**config.mk**
```make
export PLATFORM = sky130hd
export DESIGN_NAME = hazard_unit_mc_flat
export DESIGN_NICKNAME = d
export VERILOG_FILES = /design/src/rtl/hazard_pkg.sv /design/src/rtl/hazard_unit_mc_if.sv /design/src/rtl/mc_stall_ctrl.sv /design/src/rtl/hazard_unit_mc.sv /design/src/flat_wrapper.sv
export SDC_FILE = /design/constraint.sdc
export NUM_CORES = 1
export LEC_CHECK = 0
export CORE_ASPECT_RATIO = 1.5
export CORE_MARGIN = 5
export CORE_UTILIZATION = 32
export DETAILED_ROUTE_END_ITERATION = 12
export HOLD_SLACK_MARGIN = 0.06
export PLACE_DENSITY = 0.77
export SYNTH_ARGS = -nofsm -noshare
export SYNTH_HDL_FRONTEND = slang
export SYNTH_SLANG_ARGS = --single-unit
```
**constraint.sdc**
```tcl
create_clock -name clk -period 1.65 [get_ports clk]
set_input_delay 0.2475 -clock clk [delete_from_list [all_inputs] [get_ports clk]]
set_output_delay 0.2475 -clock clk [all_outputs]
set_load 0.05 [all_outputs]
```
**src/rtl/hazard_pkg.sv**
```systemverilog
// -----------------------------------------------------------------------------
// hazard_pkg
// Shared definitions for the hazard controller of the 5-stage RISC-V core:
//   - REG_AW_DEFAULT : default register-index width
//   - res_src_e      : ResultSrc encodings (ALU / memory load / PC+4)
//   - fwd_e          : ALU operand forward selects (RF / W / M)
//   - mc_state_e     : multi-cycle execute FSM states
//   - fwd_select()   : priority forwarding decision for one operand
// -----------------------------------------------------------------------------
package hazard_pkg;

  localparam int REG_AW_DEFAULT = 5;

  typedef enum logic [1:0] {
    RES_ALU = 2'b00,
    RES_MEM = 2'b01,
    RES_PC4 = 2'b10
  } res_src_e;

  typedef enum logic [1:0] {
    FWD_RF = 2'b00,
    FWD_W  = 2'b01,
    FWD_M  = 2'b10
  } fwd_e;

  typedef enum logic {
    IDLE = 1'b0,
    BUSY = 1'b1
  } mc_state_e;

  // x0 never forwards; M is younger than W so it wins when both match.
  function automatic fwd_e fwd_select(input logic rs_nonzero,
                                      input logic hit_m,
                                      input logic hit_w);
    fwd_e sel;
    sel = FWD_RF;
    if (rs_nonzero) begin
      if (hit_m) begin
        sel = FWD_M;
      end else if (hit_w) begin
        sel = FWD_W;
      end
    end
    return sel;
  endfunction

endpackage

```
**src/rtl/hazard_unit_mc_if.sv**
```systemverilog
// -----------------------------------------------------------------------------
// hazard_unit_mc_if
// Bundle between the pipeline datapath and the hazard controller.
//   Parameters: REG_AW (register index width), CNT_W (perf counter width).
//   Stage info  (datapath -> hazard): Rs1D, Rs2D, Rs1E, Rs2E, RdE, RdM, RdW,
//                                     RegWriteM, RegWriteW, ResultSrcE,
//                                     PCSrcE, McStartE
//   Controls    (hazard -> datapath): StallF/D/E, FlushD/E/M,
//                                     ForwardAE, ForwardBE, McBusyE
//   Perf        (hazard -> datapath): PerfStallCnt, PerfFlushCnt, PerfMcCnt,
//                                     present only when HAZARD_PERF_EN is defined
//   modport master : the hazard controller (drives the stage controls)
//   modport slave  : the datapath side
// -----------------------------------------------------------------------------
interface hazard_unit_mc_if
  import hazard_pkg::*;
#(
  parameter int REG_AW = REG_AW_DEFAULT,
  parameter int CNT_W  = 32
);

  logic [REG_AW-1:0] Rs1D, Rs2D;
  logic [REG_AW-1:0] Rs1E, Rs2E, RdE;
  logic [REG_AW-1:0] RdM, RdW;
  logic              RegWriteM, RegWriteW;
  logic [1:0]        ResultSrcE;
  logic              PCSrcE;
  logic              McStartE;

  logic              StallF, StallD, StallE;
  logic              FlushD, FlushE, FlushM;
  logic [1:0]        ForwardAE, ForwardBE;
  logic              McBusyE;

`ifdef HAZARD_PERF_EN
  logic [CNT_W-1:0]  PerfStallCnt, PerfFlushCnt, PerfMcCnt;

  modport master (
    input  Rs1D, Rs2D, Rs1E, Rs2E, RdE, RdM, RdW,
    input  RegWriteM, RegWriteW, ResultSrcE, PCSrcE, McStartE,
    output StallF, StallD, StallE, FlushD, FlushE, FlushM,
    output ForwardAE, ForwardBE, McBusyE,
    output PerfStallCnt, PerfFlushCnt, PerfMcCnt
  );

  modport slave (
    output Rs1D, Rs2D, Rs1E, Rs2E, RdE, RdM, RdW,
    output RegWriteM, RegWriteW, ResultSrcE, PCSrcE, McStartE,
    input  StallF, StallD, StallE, FlushD, FlushE, FlushM,
    input  ForwardAE, ForwardBE, McBusyE,
    input  PerfStallCnt, PerfFlushCnt, PerfMcCnt
  );
`else
  modport master (
    input  Rs1D, Rs2D, Rs1E, Rs2E, RdE, RdM, RdW,
    input  RegWriteM, RegWriteW, ResultSrcE, PCSrcE, McStartE,
    output StallF, StallD, StallE, FlushD, FlushE, FlushM,
    output ForwardAE, ForwardBE, McBusyE
  );

  modport slave (
    output Rs1D, Rs2D, Rs1E, Rs2E, RdE, RdM, RdW,
    output RegWriteM, RegWriteW, ResultSrcE, PCSrcE, McStartE,
    input  StallF, StallD, StallE, FlushD, FlushE, FlushM,
    input  ForwardAE, ForwardBE, McBusyE
  );
`endif

endinterface

```
**src/rtl/mc_stall_ctrl.sv**
```systemverilog
// -----------------------------------------------------------------------------
// mc_stall_ctrl
// Holds a multi-cycle execute op in E for MC_LAT cycles.
//   clk        in  core clock
//   rst        in  synchronous active-low reset
//   McStartE_i in  instruction in E is multi-cycle
//   mcStall_o  out hold F/D/E and bubble M this cycle
//   McBusyE_o  out FSM is in BUSY
// The stall is raised combinationally in the IDLE/start cycle, then for
// MC_LAT-2 BUSY cycles; the last BUSY cycle releases the op.
// -----------------------------------------------------------------------------
module mc_stall_ctrl
  import hazard_pkg::*;
#(
  parameter int MC_LAT = 8
) (
  input  logic clk,
  input  logic rst,
  input  logic McStartE_i,
  output logic mcStall_o,
  output logic McBusyE_o
);

  // MC_LAT of 1 or 2 still gets a 1-bit counter so the vector stays legal.
  localparam int            CW       = (MC_LAT > 2) ? $clog2(MC_LAT) : 1;
  localparam bit            MC_EN    = (MC_LAT >= 2);
  localparam logic [CW-1:0] CNT_LOAD = CW'((MC_LAT >= 2) ? (MC_LAT - 2) : 0);

  mc_state_e     state_q, state_d;
  logic [CW-1:0] cnt_q, cnt_d;

  always_ff @(posedge clk) begin
    if (!rst) begin
      state_q <= IDLE;
      cnt_q   <= '0;
    end else begin
      state_q <= state_d;
      cnt_q   <= cnt_d;
    end
  end

  always_comb begin
    state_d = state_q;
    cnt_d   = cnt_q;
    unique case (state_q)
      IDLE: begin
        if (MC_EN && McStartE_i) begin
          state_d = BUSY;
          cnt_d   = CNT_LOAD;
        end
      end
      BUSY: begin
        // McStartE stays high while the op is held; it is ignored here so a
        // following multi-cycle op re-triggers from IDLE.
        if (cnt_q != '0) begin
          cnt_d = cnt_q - CW'(1);
        end else begin
          state_d = IDLE;
        end
      end
      default: state_d = IDLE;
    endcase
  end

  always_comb begin
    mcStall_o = 1'b0;
    McBusyE_o = (state_q == BUSY);
    unique case (state_q)
      IDLE:    mcStall_o = MC_EN && McStartE_i;
      BUSY:    mcStall_o = (cnt_q != '0);
      default: mcStall_o = 1'b0;
    endcase
  end

endmodule

```
**src/rtl/hazard_unit_mc.sv**
```systemverilog
// -----------------------------------------------------------------------------
// hazard_unit_mc
// Hazard controller for the 5-stage RISC-V core with a multi-cycle execute
// unit: M/W operand forwarding, load-use stall, branch flush and a hold of
// F/D/E (with an M bubble) while a mul/div op occupies E.
//   Parameters: REG_AW (register index width), MC_LAT (E occupancy of a
//               multi-cycle op, >=1), CNT_W (perf counter width)
//   clk  in  core clock
//   rst  in  synchronous active-low reset; all outputs read 0 while low
//   hz   hazard_unit_mc_if.master: stage info in, stall/flush/forward out
// Optional feature macro: HAZARD_PERF_EN adds saturating counters
//   PerfStallCnt (cycles with StallF), PerfFlushCnt (cycles with PCSrcE),
//   PerfMcCnt (IDLE->BUSY transitions).
// -----------------------------------------------------------------------------
module hazard_unit_mc
  import hazard_pkg::*;
#(
  parameter int REG_AW = REG_AW_DEFAULT,
  parameter int MC_LAT = 8,
  parameter int CNT_W  = 32
) (
  input  logic             clk,
  input  logic             rst,
  hazard_unit_mc_if.master hz
);

  localparam logic [REG_AW-1:0] X0 = '0;

  // ---------------------------------------------------------------- forwarding
  logic [REG_AW-1:0] rs_e [2];
  fwd_e              fwd  [2];

  assign rs_e[0] = hz.Rs1E;
  assign rs_e[1] = hz.Rs2E;

  for (genvar gi = 0; gi < 2; gi++) begin : g_fwd
    assign fwd[gi] = fwd_select(rs_e[gi] != X0,
                                hz.RegWriteM && (rs_e[gi] == hz.RdM),
                                hz.RegWriteW && (rs_e[gi] == hz.RdW));
  end

  // ---------------------------------------------------------------- stalls
  logic lw_stall;
  logic mc_stall;
  logic mc_busy;

  assign lw_stall = (hz.ResultSrcE == RES_MEM) && (hz.RdE != X0) &&
                    ((hz.Rs1D == hz.RdE) || (hz.Rs2D == hz.RdE));

  mc_stall_ctrl #(
    .MC_LAT (MC_LAT)
  ) u_mc_stall_ctrl (
    .clk        (clk),
    .rst        (rst),
    .McStartE_i (hz.McStartE),
    .mcStall_o  (mc_stall),
    .McBusyE_o  (mc_busy)
  );

  // ---------------------------------------------------------------- outputs
  // Every output is qualified by rst so the datapath sees a quiet controller
  // for the whole reset window, not just after the first edge.
  logic stall_fd;
  assign stall_fd = lw_stall | mc_stall;

  assign hz.StallF    = rst & stall_fd;
  assign hz.StallD    = rst & stall_fd;
  assign hz.StallE    = rst & mc_stall;
  assign hz.FlushM    = rst & mc_stall;
  assign hz.FlushD    = rst & hz.PCSrcE;
  // A held multi-cycle op must not be wiped by the load-use bubble.
  assign hz.FlushE    = rst & (hz.PCSrcE | (lw_stall & ~mc_stall));
  assign hz.McBusyE   = rst & mc_busy;
  assign hz.ForwardAE = rst ? 2'(fwd[0]) : 2'b00;
  assign hz.ForwardBE = rst ? 2'(fwd[1]) : 2'b00;

`ifdef HAZARD_PERF_EN
  // ---------------------------------------------------------------- perf
  // Stalling while still IDLE is exactly the cycle that enters BUSY.
  logic [2:0] perf_inc;
  assign perf_inc[0] = stall_fd;
  assign perf_inc[1] = hz.PCSrcE;
  assign perf_inc[2] = mc_stall & ~mc_busy;

  for (genvar gi = 0; gi < 3; gi++) begin : g_perf
    logic [CNT_W-1:0] cnt_q, cnt_d;

    always_comb begin
      cnt_d = cnt_q;
      if (perf_inc[gi] && (cnt_q != {CNT_W{1'b1}})) begin
        cnt_d = cnt_q + CNT_W'(1);
      end
    end

    always_ff @(posedge clk) begin
      if (!rst) begin
        cnt_q <= '0;
      end else begin
        cnt_q <= cnt_d;
      end
    end
  end

  assign hz.PerfStallCnt = rst ? g_perf[0].cnt_q : '0;
  assign hz.PerfFlushCnt = rst ? g_perf[1].cnt_q : '0;
  assign hz.PerfMcCnt    = rst ? g_perf[2].cnt_q : '0;
`endif

endmodule

```
**src/flat_wrapper.sv**
```systemverilog
// flat-port wrapper written by rule: the top's interface ports become plain ports
module hazard_unit_mc_flat import hazard_pkg::*;
#(
  parameter int REG_AW = REG_AW_DEFAULT,
  parameter int MC_LAT = 8,
  parameter int CNT_W  = 32
)
  (clk, rst, hz_Rs1D, hz_Rs2D, hz_Rs1E, hz_Rs2E, hz_RdE, hz_RdM, hz_RdW, hz_RegWriteM, hz_RegWriteW, hz_ResultSrcE, hz_PCSrcE, hz_McStartE, hz_StallF, hz_StallD, hz_StallE, hz_FlushD, hz_FlushE, hz_FlushM, hz_ForwardAE, hz_ForwardBE, hz_McBusyE);
  hazard_unit_mc_if #(.REG_AW(REG_AW), .CNT_W(CNT_W)) hz_i ();
  input  logic clk;
  input  logic rst;
  input wire logic [$bits(hz_i.Rs1D)-1:0] hz_Rs1D;
  input wire logic [$bits(hz_i.Rs2D)-1:0] hz_Rs2D;
  input wire logic [$bits(hz_i.Rs1E)-1:0] hz_Rs1E;
  input wire logic [$bits(hz_i.Rs2E)-1:0] hz_Rs2E;
  input wire logic [$bits(hz_i.RdE)-1:0] hz_RdE;
  input wire logic [$bits(hz_i.RdM)-1:0] hz_RdM;
  input wire logic [$bits(hz_i.RdW)-1:0] hz_RdW;
  input wire logic [$bits(hz_i.RegWriteM)-1:0] hz_RegWriteM;
  input wire logic [$bits(hz_i.RegWriteW)-1:0] hz_RegWriteW;
  input wire logic [$bits(hz_i.ResultSrcE)-1:0] hz_ResultSrcE;
  input wire logic [$bits(hz_i.PCSrcE)-1:0] hz_PCSrcE;
  input wire logic [$bits(hz_i.McStartE)-1:0] hz_McStartE;
  output wire logic [$bits(hz_i.StallF)-1:0] hz_StallF;
  output wire logic [$bits(hz_i.StallD)-1:0] hz_StallD;
  output wire logic [$bits(hz_i.StallE)-1:0] hz_StallE;
  output wire logic [$bits(hz_i.FlushD)-1:0] hz_FlushD;
  output wire logic [$bits(hz_i.FlushE)-1:0] hz_FlushE;
  output wire logic [$bits(hz_i.FlushM)-1:0] hz_FlushM;
  output wire logic [$bits(hz_i.ForwardAE)-1:0] hz_ForwardAE;
  output wire logic [$bits(hz_i.ForwardBE)-1:0] hz_ForwardBE;
  output wire logic [$bits(hz_i.McBusyE)-1:0] hz_McBusyE;
  assign hz_i.Rs1D = hz_Rs1D;
  assign hz_i.Rs2D = hz_Rs2D;
  assign hz_i.Rs1E = hz_Rs1E;
  assign hz_i.Rs2E = hz_Rs2E;
  assign hz_i.RdE = hz_RdE;
  assign hz_i.RdM = hz_RdM;
  assign hz_i.RdW = hz_RdW;
  assign hz_i.RegWriteM = hz_RegWriteM;
  assign hz_i.RegWriteW = hz_RegWriteW;
  assign hz_i.ResultSrcE = hz_ResultSrcE;
  assign hz_i.PCSrcE = hz_PCSrcE;
  assign hz_i.McStartE = hz_McStartE;
  assign hz_StallF = hz_i.StallF;
  assign hz_StallD = hz_i.StallD;
  assign hz_StallE = hz_i.StallE;
  assign hz_FlushD = hz_i.FlushD;
  assign hz_FlushE = hz_i.FlushE;
  assign hz_FlushM = hz_i.FlushM;
  assign hz_ForwardAE = hz_i.ForwardAE;
  assign hz_ForwardBE = hz_i.ForwardBE;
  assign hz_McBusyE = hz_i.McBusyE;
  hazard_unit_mc #(.REG_AW(REG_AW), .MC_LAT(MC_LAT), .CNT_W(CNT_W)) u_core (.clk(clk), .rst(rst), .hz(hz_i));
endmodule
```
* Yosys cells after proc, flatten, opt, wreduce, memory -nomap -nowiden
Cells that the tools add are included.
** Word-level totals
- Bits in registers :: 4
- Input bits :: 43
- Output and inout port bits :: 11
- Logic and storage cells :: 49
** Operators by class
- Reduce and logical (&&, ||, !) cells :: 12
- Add/subtract/negate cells :: 1
- Muxes and demuxes :: 15
- Eq/ne operators :: 9
- Bitwise operators :: 10
** Operators by type and width (number)
- == test 5 bit :: 6
- nonzero test 5 bit :: 3
- 2-to-1 mux 2 bit :: 6
- AND 1 bit :: 6
- logical AND 1 bit :: 6
- 2-to-1 mux 3 bit :: 2
- case mux 3 bit (2 select lines) :: 1
- 2-to-1 mux 1 bit :: 4
- case mux 1 bit (2 select lines) :: 2
- nonzero test 3 bit :: 1
- subtractor 3 x 1 -> 3 bit, second input constant :: 1
- == test 2 x 1 -> 1 bit, second input constant :: 1
- != test 2 x 1 -> 1 bit, second input constant :: 1
- != test 2 bit, second input constant :: 1
- inverter 1 bit :: 2
- bitwise OR 1 bit :: 2
- AND reduction 2 bit :: 1
- logical OR 1 bit :: 1

* Depth between registers and ports, before layout
- Word-level depth :: 6
- Gate-level depth with buffers :: 7
- Depth with buffers taken out :: 6

* By module
Synthesis repeated with hierarchy kept, for this count alone.
** Second synthesis, totals
- Cells, all modules :: 86
- Area total of the unflattened synthesis :: 680.7 µm²
** By module, submodules not included
- hazard_unit_mc :: cells each 65, area each 478.0 µm², seq. area each 0.0 µm², times used 1
- mc_stall_ctrl :: cells each 21, area each 202.7 µm², seq. area each 80.1 µm², times used 1

* Least setup slack after synthesis
OpenSTA, ideal clock, no wires.
- Path type :: input to output
- Start point :: input port hz_Rs2E[1]
- End point :: output port hz_ForwardBE[0]
- Buffers on the path :: 0
- Data required time :: 1.402 ns
- Path slack :: -0.750 ns
- Arrival time :: 2.153 ns
- Stages :: 4
- Path through :: xor2_1 > nor4_1 > and3_1 > nor4_1
** Between the ends
- Longest elaborated chain between the ends :: 6
- Elaborated cells on any way between the ends :: 9
- Those cells by class :: eq/ne (2); mux (4); reduce/logical (3)
** Ends and longest elaborated chain
- start, declared :: RTL line flat_wrapper.sv:15 : input wire logic [$bits(hz_i.Rs2E)-1:0] hz_Rs2E;
- == test 5 bit :: RTL line hazard_unit_mc.sv:39 : hz.RegWriteW && (rs_e[gi] == hz.RdW));
- logical AND 1 bit :: RTL line hazard_unit_mc.sv:39
- 2-to-1 mux 1 bit :: RTL line hazard_pkg.sv:40 : end else if (hit_w) begin
- 2-to-1 mux 2 bit :: RTL line hazard_pkg.sv:38 : if (hit_m) begin
- 2-to-1 mux 2 bit (*) :: RTL line hazard_pkg.sv:37 : if (rs_nonzero) begin
- 2-to-1 mux 2 bit (*) :: RTL line hazard_unit_mc.sv:75 : assign hz.ForwardBE = rst ? 2'(fwd[1]) : 2'b00;
- end, declared :: RTL line flat_wrapper.sv:31 : output wire logic [$bits(hz_i.ForwardBE)-1:0] hz_ForwardBE;
Every way passes the cells marked *; elsewhere a longest branch is shown, timed or not.

* Worst setup path after layout
- Start point :: register u_core.u_mc_stall_ctrl.cnt_q[0]
- End point :: output port hz_StallF
** Between the ends
- Longest elaborated chain between the ends :: 4
** Ends and longest elaborated chain
- start, declared :: RTL line mc_stall_ctrl.sv:30 : logic [CW-1:0] cnt_q, cnt_d;
- start signal, assigned :: RTL line mc_stall_ctrl.sv:38 : cnt_q <= cnt_d;
- nonzero test 3 bit :: RTL line mc_stall_ctrl.sv:70 : BUSY: mcStall_o = (cnt_q != '0);
- case mux 1 bit (2 select lines) :: RTL line mc_stall_ctrl.sv:68 : unique case (state_q)
- bitwise OR 1 bit :: RTL line hazard_unit_mc.sv:64 : assign stall_fd = lw_stall | mc_stall;
- AND 1 bit :: RTL line hazard_unit_mc.sv:66 : assign hz.StallF = rst & stall_fd;
- end, declared :: RTL line flat_wrapper.sv:24 : output wire logic [$bits(hz_i.StallF)-1:0] hz_StallF;
Every way passes these cells.

==> key figures <==
Run status
  – Status: finished, violations left
  – Failing checks: setup timing

STA
  – Final period util: 1.06
  – Fin Setup TNS: -0.403 ns
  – Final setup slack of the worst path: -0.104 ns
  – Max_slew headroom: 0.786
  – Max Slew Vio Count: 0
  – Setup violations, final: 5
  – Final hold vios: 0
  – Minimum clock period: 1.75 ns
  – Highest clock rate: 570 MHz
  – Slew @ Worst Pin: 0.321 ns
  – RSZ-0062 raised after global routing: yes
  – Clk_skew: 0.00154 ns

Drt
  – Final wirelength: 2.94 mm
  – Vias: 954
  – Detailed-route DRC error count: 0
  – Initial drt markers: 8
  – TritonRoute pass-1 iters: 2
  – Final ANT Viol Nets: 0
  – Drt via density: 5.13
  – Routed length per instance: 15.8 um

Die
  – Die footprint: 3090 um^2
  – Initial core utilization: 0.330
  – Die width: 47.1 um
  – Top-Level Pins: 54
  – # rows: 20
  – Chip Height: 65.6 um
  – Floorplan core area: 2000 um^2

Logic synthesis
  – Yosys reg bits: 4
  – Ys flop type: dfxtp_1
  – Post-synthesis async set-or-reset flop share: 0
  – Mapped Cells: 85
  – Distinct cells, synth: 29
  – Mapped Area: 661 um^2
  – Syn nets: 130
  – Number of flops mapped to enable cells by yosys: 0
  – Synth warn: 0
  – Seq/Total Area, Yosys: 0.121
  – Mean Syn Cell Area: 7.77 um^2

Placement
  – Placement Setup Slack: -0.431 ns
  – Placer Congestion: 0.747
  – Port bufs: 53
  – Detailed Place HPWL: 2.42 mm

Finish
  – Share of layout cells above drive strength 1: 0.549
  – Fill count: 134
  – Layout net count: 211
  – Register area: 82.6 um^2
  – Layout area overhead: 149%
  – Ant. Diodes: 0
  – Area occupied by multi-input gates: 718 um^2

CTS
  – Clock latency on the worst-skew pair: 0.23 ns
  – Clock buffer depth: 2
  – Clk sink count: 4
  – Hold_buf cts: 0
  – # H-tree levels: 1
  – Clock slew at reported path FFs: 0.03 ns
  – CTS tree: built
  – Total CTS buffers: 3
  – CTS root buffer: clkbuf_4

Setup path
  – Max FO, Critical Path: 3
  – Crit path DAT: 1.51 ns
  – Crit. End Element: primary output
  – CP required: 1.40 ns
  – Crit path launch type: flip-flop
  – Internal reg-to-reg setup slack: 0.40 ns
  – Kind of critical path: reg -> out

Power and ir drop
  – Maximum vdd drop: 0.272 mV
  – Pwr per Cell Area: 424 nW/um^2
  – Leak Pwr: 0.753 nW

Min path
  – Worst Hold Class: reg -> reg

Global route
  – Overall Global Routing Usage: 0.193
  – First-pass GRT wire length: 4.35 mm
  – Number of global-route vias before repair: 1,063
  – Largest net degree at the start of global routing: 7
  – Initial antenna violation count: 0
  – Gr ovfl total: 0

Run
  – Max_cap viols: 0
[state kept, by name, indices dropped and copies added, names as in the netlist]
register	count
u_core.u_mc_stall_ctrl.cnt_q	3
u_core.u_mc_stall_ctrl.McBusyE_o	1
[critical path: stages, from the launching register on]
cell and delay [ns]:
dfxtp_2 0.30, inv_2 0.07, ha_4 0.15, nand2b_4 0.05, a21o_4 0.22, and2_4 0.14
o21bai_4 0.18, buf_6 0.16
[synthesized netlist by cell type, types with 2 or more instances]
master,n,area share
and2_1,4,0.038
and3_1,2,0.019
and3b_1,2,0.027
buf_4,2,0.023
dfxtp_1,4,0.12
ha_1,2,0.038
inv_1,3,0.017
nand2_1,3,0.017
nand3_1,4,0.030
nand4_1,2,0.019
nor2_1,4,0.023
nor2b_1,2,0.019
nor3_1,3,0.023
nor4_1,4,0.038
or4_1,2,0.023
xnor2_1,12,0.16
xor2_1,18,0.24
[placed cells by master, fill, tap and decap left out, types with 5 or more instances in the layout]
cell / count
clkdlybuf4s50_1: 5
buf_12: 8
buf_2: 7
xnor2_1: 9
buf_4: 26
xor2_1: 18
buf_6: 11
dlygate4sd2_1: 13
[repair_timing]
| item | 4_1_cts | 5_1_grt |
|---|---|---|
| resized for setup | 121 | 15 |
| endpoints found under the setup margin | 10 | 9 |
| buffers inserted | 4 | 2 |
| pin swaps | 27 | 20 |
[per-layer routing]
metal / track usage / vias up / part of all wire
met5: 0 / - / 0
met4: 0.0934 / 0 / 0.036
met3: 0.0603 / 8 / 0.13
met2: 0.383 / 63 / 0.55
met1: 0.151 / 432 / 0.28
li1: - / 451 / -
[cells by family after synthesis]
kind of cell,count (synthesis),synth area share
buffers and inverters,6,0.0454
and+or+nand+nor,35,0.311
adders and majority gates,2,0.0379
DFF,4,0.121
AOI/OAI and AO/OA,8,0.0871
xor gates and xnor gates,30,0.398
[stage by stage]
stage	utilization	hold slack [ns]	power [mW]	area, um^2	std cells
2_1_floorplan	-	0.477	0.311	736	85
3_3_place_gp	0.750	0.485	0.528	1500	178
3_5_place_dp	0.750	0.499	0.538	1500	178
4_1_cts	0.792	0.506	0.675	1590	184
5_1_grt	0.821	0.522	0.744	1640	186
6_report	0.821	0.499	0.696	1640	186
[final timing paths]
check                                        from                         endpoint  depth (start not counted)
hold reg to reg   u_core.u_mc_stall_ctrl.cnt_q[1]  u_core.u_mc_stall_ctrl.cnt_q[1]                          1
setup reg to reg  u_core.u_mc_stall_ctrl.cnt_q[0]  u_core.u_mc_stall_ctrl.cnt_q[0]                          7
setup / recovery  u_core.u_mc_stall_ctrl.cnt_q[0]                        hz_StallF                          7
hold / removal    u_core.u_mc_stall_ctrl.cnt_q[1]  u_core.u_mc_stall_ctrl.cnt_q[1]                          1
[report_power, final]
group / total, mW / leakage, nW / internal, mW / switching (mW)
Sequential: 0.118 / 0.0339 / 0.108 / 0.00942
Combinational: 0.463 / 0.705 / 0.254 / 0.208
Clock: 0.116 / 0.0138 / 0.0810 / 0.0353
[final cells by class]
| type | instances | share of cell area |
|---|---|---|
| well taps | 22 | 0.0168 |
| repair buffers | 79 | 0.475 |
| flip-flops and latches | 4 | 0.0503 |
| multi-input cells | 75 | 0.437 |
| clock buffers | 3 | 0.0137 |
| inverters | 3 | 0.00685 |
(Power assumes the default switching activity.)
